### src/rtl/uart_pkg.sv
// Shared UART definitions: transmitter state encoding and default bit timing.
package uart_pkg;

  typedef enum logic [2:0] {
    IDLE,
    LOAD,
    START,
    DATA,
    PARITY,
    STOP
  } uart_tx_state_t;

  localparam int UART_DEFAULT_CLKS_PER_BIT = 868;

endpackage

### src/rtl/uart_baud_tick.sv
// Baud-rate divider: a free-running cycle counter that flags the last cycle
// of every bit period. Shared by the transmitter and the future receiver.
module uart_baud_tick
  import uart_pkg::*;
#(
  parameter int CLKS_PER_BIT = UART_DEFAULT_CLKS_PER_BIT
) (
  input  logic Clk,
  input  logic Reset,
  input  logic clear,
  output logic tick
);

  localparam int CNT_W = $clog2(CLKS_PER_BIT);

  logic [CNT_W-1:0] count;
  logic             terminal;

  assign terminal = (count == CNT_W'(CLKS_PER_BIT - 1));
  assign tick     = terminal & ~clear;

  // Count cycles within a bit, wrapping at terminal count; clear holds it at zero.
  always_ff @(posedge Clk) begin
    if (Reset || clear) begin
      count <= '0;
    end else if (terminal) begin
      count <= '0;
    end else begin
      count <= count + CNT_W'(1);
    end
  end

endmodule

### src/rtl/uart_tx.sv
// UART transmitter: pops bytes from the TX FIFO while idle and enabled, and
// serialises each as start, data (LSB first), optional parity and stop bits.
module uart_tx
  import uart_pkg::*;
#(
  parameter int CLKS_PER_BIT = UART_DEFAULT_CLKS_PER_BIT,
  parameter int DATA_WIDTH   = 8,
  parameter int PARITY_EN    = 0,
  parameter int PARITY_ODD   = 0,
  parameter int STOP_BITS    = 1
) (
  input  logic                  Clk,
  input  logic                  Reset,
  input  logic                  tx_enable,
  input  logic                  fifo_empty,
  input  logic [DATA_WIDTH-1:0] fifo_data,
  output logic                  fifo_rd_en,
  output logic                  tx,
  output logic                  busy
);

  localparam int   BIT_W   = $clog2(DATA_WIDTH + 1);
  localparam logic ODD_BIT = (PARITY_ODD != 0);
  localparam logic HAS_PAR = (PARITY_EN != 0);

  uart_tx_state_t        state;
  uart_tx_state_t        state_next;
  logic [DATA_WIDTH-1:0] shift_q;
  logic [DATA_WIDTH-1:0] shift_next;
  logic [BIT_W-1:0]      bit_cnt;
  logic                  parity_q;
  logic                  tx_q;
  logic                  tx_d;
  logic                  baud_clear;
  logic                  baud_tick;
  logic                  last_data_bit;
  logic                  last_stop_bit;

  assign last_data_bit = (bit_cnt == BIT_W'(DATA_WIDTH - 1));
  assign last_stop_bit = (bit_cnt == BIT_W'(STOP_BITS - 1));
  assign baud_clear    = (state == IDLE) || (state == LOAD);
  assign tx            = tx_q;

  uart_baud_tick #(
    .CLKS_PER_BIT(CLKS_PER_BIT)
  ) u_baud_tick (
    .Clk  (Clk),
    .Reset(Reset),
    .clear(baud_clear),
    .tick (baud_tick)
  );

  // State register; reset abandons any frame in flight.
  always_ff @(posedge Clk) begin
    if (Reset) begin
      state <= IDLE;
    end else begin
      state <= state_next;
    end
  end

  // Frame sequencing: each line phase advances on the baud tick.
  always_comb begin
    state_next = state;
    case (state)
      IDLE:   if (fifo_rd_en) state_next = LOAD;
      LOAD:   state_next = START;
      START:  if (baud_tick) state_next = DATA;
      DATA: begin
        if (baud_tick && last_data_bit) begin
          state_next = HAS_PAR ? PARITY : STOP;
        end
      end
      PARITY: if (baud_tick) state_next = STOP;
      STOP:   if (baud_tick && last_stop_bit) state_next = IDLE;
      default: state_next = IDLE;
    endcase
  end

  // Outputs: pop only from IDLE, and pre-compute the line level for the
  // upcoming state so the registered tx lines up with that state.
  always_comb begin
    fifo_rd_en = (state == IDLE) & tx_enable & ~fifo_empty & ~Reset;
    busy       = (state != IDLE);
    case (state_next)
      START:   tx_d = 1'b0;
      DATA:    tx_d = shift_next[0];
      PARITY:  tx_d = parity_q;
      default: tx_d = 1'b1;
    endcase
  end

  // Shift register contents for the next cycle: load on LOAD, shift at the end of each data bit.
  always_comb begin
    shift_next = shift_q;
    if (state == LOAD) begin
      shift_next = fifo_data;
    end else if ((state == DATA) && baud_tick) begin
      shift_next = shift_q >> 1;
    end
  end

  // Datapath registers: shifter, bit/stop counter, parity and the line driver.
  always_ff @(posedge Clk) begin
    if (Reset) begin
      shift_q  <= '0;
      bit_cnt  <= '0;
      parity_q <= 1'b0;
      tx_q     <= 1'b1;
    end else begin
      shift_q <= shift_next;
      tx_q    <= tx_d;
      case (state)
        LOAD: begin
          bit_cnt  <= '0;
          parity_q <= (^fifo_data) ^ ODD_BIT;
        end
        DATA: begin
          if (baud_tick) begin
            bit_cnt <= last_data_bit ? '0 : bit_cnt + BIT_W'(1);
          end
        end
        STOP: begin
          if (baud_tick) begin
            bit_cnt <= last_stop_bit ? '0 : bit_cnt + BIT_W'(1);
          end
        end
        default: begin
        end
      endcase
    end
  end

endmodule
### config.mk
export PLATFORM = sky130hd
export DESIGN_NAME = uart_tx
export DESIGN_NICKNAME = d
export VERILOG_FILES = /design/src/rtl/uart_pkg.sv /design/src/rtl/uart_baud_tick.sv /design/src/rtl/uart_tx.sv
export SDC_FILE = /design/constraint.sdc
export NUM_CORES = 1
export LEC_CHECK = 0
export BUFFER_PORTS_ARGS = -buffer_cell sky130_fd_sc_hd__buf_2
export CELL_PAD_IN_SITES_DETAIL_PLACEMENT = 1
export CELL_PAD_IN_SITES_GLOBAL_PLACEMENT = 2
export CORE_ASPECT_RATIO = 1.4
export CORE_MARGIN = 2
export CORE_UTILIZATION = 32
export DETAILED_ROUTE_END_ITERATION = 16
export PLACE_DENSITY = 0.78
export SYNTH_ARGS = -nofsm -noshare
export SYNTH_HDL_FRONTEND = slang
export SYNTH_SLANG_ARGS = --single-unit
### constraint.sdc
create_clock -name Clk -period 2.3 [get_ports Clk]
set_input_delay 0.23 -clock Clk [delete_from_list [all_inputs] [get_ports Clk]]
set_output_delay 0.23 -clock Clk [all_outputs]
set_load 0.005 [all_outputs]
---- Word level (Yosys, flattened, before mapping) ----
Cells that the tools add are included.
word-level totals
  word-level logic and storage cells ...... 55
  register bits after elaboration ......... 27
  input bits .............................. 12
  output and inout port bits .............. 3
cells by class
  equal/unequal tests ..................... 12
  bitwise operators ....................... 7
  reductions and logical operators ........ 13
  muxes and demuxes ....................... 14
  add/sub/neg operators ................... 2
operator list
  operator               number
  $pmux 3 s6             1
  $mux 4                 4
  $mux 8                 2
  $mux 3                 5
  $eq 3x2->1 const B     4
  $pmux 4 s3             1
  $add 10x1->10 const B  1
  $eq 10x10->1 const B   1
  $eq 3x3->1 const B     3
  $reduce_xor 8->1       1
  $reduce_bool 3->1      2
  $add 4x1->4 const B    1
  $and 1x1->1            4
  $eq 4x3->1 const B     1
  $logic_not 4->1        1
  $ne 2x2->1 const B     2
  $eq 3x1->1 const B     1
  $logic_and 1x1->1      3
  $logic_not 3->1        1
  $not 1->1              3
  $pmux 1 s3             1
  $reduce_and 3->1       1
  $logic_or 1x1->1       2
  $reduce_bool 2->1      1
  $reduce_or 2->1        1

---- Depth between registers and ports, before layout ----
  depth in word-level cells ............... 9
  depth in mapped cells ................... 7
  mapped depth without buffers ............ 7

---- By module ----
Synthesis repeated with hierarchy kept, for this count alone.
unflattened totals
  cells, all modules ...................... 181
  area total of the unflattened synthesis .. 1501.4 sq um
by module, submodules not included
  module          sequential area each (sq um)  cells each  area an instance (sq um)  instances
  uart_tx         340.3                         126         1037.2                    1
  uart_baud_tick  200.2                         55          464.2                     1

---- Least setup slack after synthesis ----
OpenSTA, ideal clock, no wires.
  kind .................................... flip-flop to flip-flop
  start point ............................. reg u_baud_tick.count[0]
  end point ............................... reg tx_q (netlist: tx)
  slack ................................... 163 ps
  clock period less this slack ............ 2137 ps
  stages on the path, launching flop included .. 8
  arrival ................................. 1997 ps
  buffers on the path ..................... 1
  required time ........................... 2159 ps
  library setup time ...................... 141 ps
  cell sequence ........................... dfxtp_1 > ha_1 > or3b_1 > buf_6 > nor4b_4 > mux2_4 > mux2i_1 > o22ai_1
on the way
  word-level cells in the longest chain between the ends .. 7
  elaborated cells on any way between the ends .. 16
  classes of those cells .................. eq/ne (4); mux (8); bitwise (1); reduce/logical (3)
RTL lines
  item                                      line                          source
  from (decl)                               uart_baud_tick.sv:16          logic [CNT_W-1:0] count;
  from (signal assigned)                    uart_baud_tick.sv:29          count <= count + CNT_W'(1);
  $eq 10x10->1 *                            uart_baud_tick.sv:19          assign terminal = (count == CNT_W'(CLKS_PER_BIT - 1));
  $and 1x1->1 *                             uart_baud_tick.sv:20          assign tick = terminal & ~clear;
  $logic_and 1x1->1 (on tied branches)      uart_tx.sv:75, uart_tx.sv:70
  $mux 3 (on tied branches)                 uart_tx.sv:75, uart_tx.sv:70
  $pmux 3 s6                                uart_tx.sv:65                 case (state)
  $eq 3x3->1 or $eq 3x2->1 (tied branches)  uart_tx.sv:85                 case (state_next)
  $pmux 1 s3 *                              uart_tx.sv:85
  to (signal assigned)                      uart_tx.sv:112                tx_q <= tx_d;
  to (decl)                                 uart_tx.sv:32                 logic tx_q;
Mark *: on every way between the ends. The rest lies on a longest branch, timed or not. The select of a mux whose other input is x is not followed.
A chain may end at the register's enable or synchronous reset.

---- Final worst setup path ----
Same ends and word-level chain as after synthesis.

==> summary.md <==
| Metric | Value |
|---|---|
| Worst path max stage delay | `0.51 ns` |
| Die height | `82.6 µm` |
| Peak Freq | `0.462 GHz` |
| Count leader, synth | `dfxtp_1` |
| Total wire length | `3100 µm` |
| Final Max Tran Viols | `0` |
| Post-synth top area share | `0.383` |
| Largest cells by area after synthesis | `dfxtp_1, xnor2_1, nor2_1` |
| Compound-cell area share of the yosys netlist | `0.149` |
| Overall power | `813 µW` |
| Area Growth Syn to Fin | `13.5%` |
| Final period utilization | `0.941` |
| Post-synthesis mux area share | `0.0248` |
| Post-CTS setup buffers | `0` |
| Worst-path clk slew | `0.09 ns` |
| Residual DRC count | `0` |
| Post-Route Utilization | `0.378` |
| Worst R2R End | `tx` |
| Num CTS Buffers | `3` |
| Worst VDD drop | `0.226 mV` |
| Critical path class | `flip-flop to flip-flop` |
| GRT Util Overall | `0.144` |
| Path depth of the worst reg2reg path | `6` |
| Post-synthesis simple-gate area fraction | `0.271` |
| Largest net degree at the start of global routing | `19` |
| FF+latch count, synth | `27` |
| Syn_nets | `172` |
| Total die area | `4970 µm²` |
| Vias | `1182` |
| CTS root buffer | `clkbuf_8` |
| CTS tree | `yes` |
| Die width | `60.2 µm` |
| Clock sinks | `27` |
| Dominant cell type by area after synthesis | `dfxtp_1` |
| Yosys warning count | `0` |
| Static leakage | `0.000552 µW` |
| Vias in the first global route | `1226` |
| Post-Synth XOR/XNOR Area | `0.0992` |
| Seq/Total Area, Yosys | `0.383` |
| CP startpoint kind | `flip-flop` |
| Gr ovfl total | `0` |
| Slowest cell on crit path | `or4_1` |
| Placer Congestion | `0.782` |
| Reg-to-Reg Start | `u_baud_tick.count[0]` |
| Type of the tightest min-delay check | `input port to flip-flop` |
| DRT iter0 DRCs | `25` |
| Async SR Flop Fraction | `0` |
| Worst Path Max Fanout | `6` |
| Crit end category | `flip-flop` |
| Setup TNS | `0 ns` |
| Final hold violation count | `0` |
| WP data required | `2.44 ns` |
| Io pins | `15` |
| Synth top cells by count | `dfxtp_1, nor2_1, xnor2_1` |
| Layout cells sized above 1 | `0.186` |
| Hold Path Depth | `3` |
| Antenna diode count | `0` |
| WL per Instance | `13.4 µm` |
| Net count, final | `188` |
| Insertion delay to the later sink of the worst-skew pair | `0.27 ns` |
| Post-route antenna net violation count | `0` |
| R2R Setup Slk | `0.14 ns` |
| Deepest clock path buffer count | `2` |
| Adder-cell share of the synthesized area | `0.0337` |
| Worst hold slack | `0.225 ns` |
| Router iterations before antenna repair | `2` |
| Worst-path cell chain | `ha_1, or3b_4, or4_1, a31oi_2, nor4b_2, o22ai_1` |
| First-pass GRT wire length | `5490 µm` |
| Run status | `completed` |
| Cells after Synth | `157` |
| Max_cap viols | `0` |
| Htree depth | `1` |
| Vias per cell | `5.09` |
| Post-route minimum period | `2.16 ns` |
| Post-Syn Area per Cell | `9.00 µm²` |
| Final setup fails | `0` |
| Slew HR | `0.643` |
| Worst Hold Endpoint | `shift_q[7]` |
| Core area | `4240 µm²` |
| Antenna violations before repair | `0` |
| Initial Util | `0.333` |
| Library cells used by synthesis | `41` |
| I/O Buffers | `14` |
| Worst hold path startpoint | `fifo_data[7]` |
| Setup Skew | `0.00390 ns` |
| Synthesized cell area | `1410 µm²` |
| Post-synth top flop | `dfxtp_1` |
| Power Density | `508 nW/µm²` |
| Arr. time, crit path | `2.30 ns` |
| Hold_buf cts | `0` |
| Largest family of logic cells by synthesized area | `simple AND/OR/NAND/NOR gates` |
| DP HPWL | `2520 µm` |
| EDFF count, synth | `0` |
| Row cnt | `28` |
| RSZ-0062 raised after global routing | `false` |
| Pin slew with the least headroom to its limit | `0.522 ns` |
==> stage by stage <==
step	worst slack, ns	instances	area, µm²
3_3_place_gp	0.0927	228	1550
2_1_floorplan	0.163	157	1410
6_report	0.137	232	1600
3_5_place_dp	0.00527	228	1550
4_1_cts	0.0796	232	1600
5_1_grt	0.0198	232	1600
==> per-layer routing <==
metal	vias to the layer above	track usage	wire (µm)
met5	-	0	0
met3	6	0.0218	74
met4	0	0.0422	44
met2	16	0.272	1690
li1	583	-	-
met1	577	0.160	1290
==> flip-flops by register name (all words and copies together) (netlist names) <==
register	count
bit_cnt	4
parity_q	1
shift_q	8
state	3
tx	1
u_baud_tick.count	10
==> cells in the final DEF (no fill, tap or decap), types with 4 or more instances in the layout <==
master   instances
a21oi_1         12
nor2_1          23
inv_1            6
nand2_1         11
dfxtp_1         26
nand3_1          6
xnor2_1         13
buf_2           14
buf_4            4
a22oi_1          7
==> report_power, final <==
group / switching (µW) / internal [µW]
registers: 4.87 / 473
clock network: 144 / 124
logic: 33.7 / 33.5
==> area by class of cell <==
cell class | instances | area, µm²
Fill cell | 514 | 2640
Tap cell | 60 | 75.1
Sequential cell | 27 | 542
Multi-Input combinational cell | 117 | 818
Timing Repair Buffer | 18 | 100
Clock buffer | 4 | 45.0
Inverter | 6 | 22.5
==> critical path, delay by kind of cell (launching register included) <==
kind	cells	cell delay [ns]
and+or+nand+nor	3	1.18
DFF	1	0.36
AOI/OAI and AO/OA	2	0.28
adders and majority gates	1	0.20
==> cell families (layout without fill, tap and decap cells) <==
logic type      Yosys count  in the layout
simple gates             63             63
xor+xnor                 16             16
buf+inv                  13             28
compound gates           31             31
flops                    27             27
mux                       3              3
fa+ha+maj                 4              4
==> worst max path at each step <==
stage,startpoint,end,slack (ns)
2_1_floorplan,u_baud_tick.count[0],tx,0.16
3_3_place_gp,u_baud_tick.count[0],tx,0.09
3_5_place_dp,u_baud_tick.count[0],tx,0.005
4_1_cts,u_baud_tick.count[0],tx,0.08
5_1_grt,u_baud_tick.count[1],tx,0.02
6_report,u_baud_tick.count[0],tx,0.14
==> timing repair <==
action                     in CTS  in global routing
cloned                          0                  0
hold endpoints to repair        0                  0
resized for setup               1                  1
setup endpoints to repair       1                  1
Note: power is estimated with default switching activity, not from simulation.
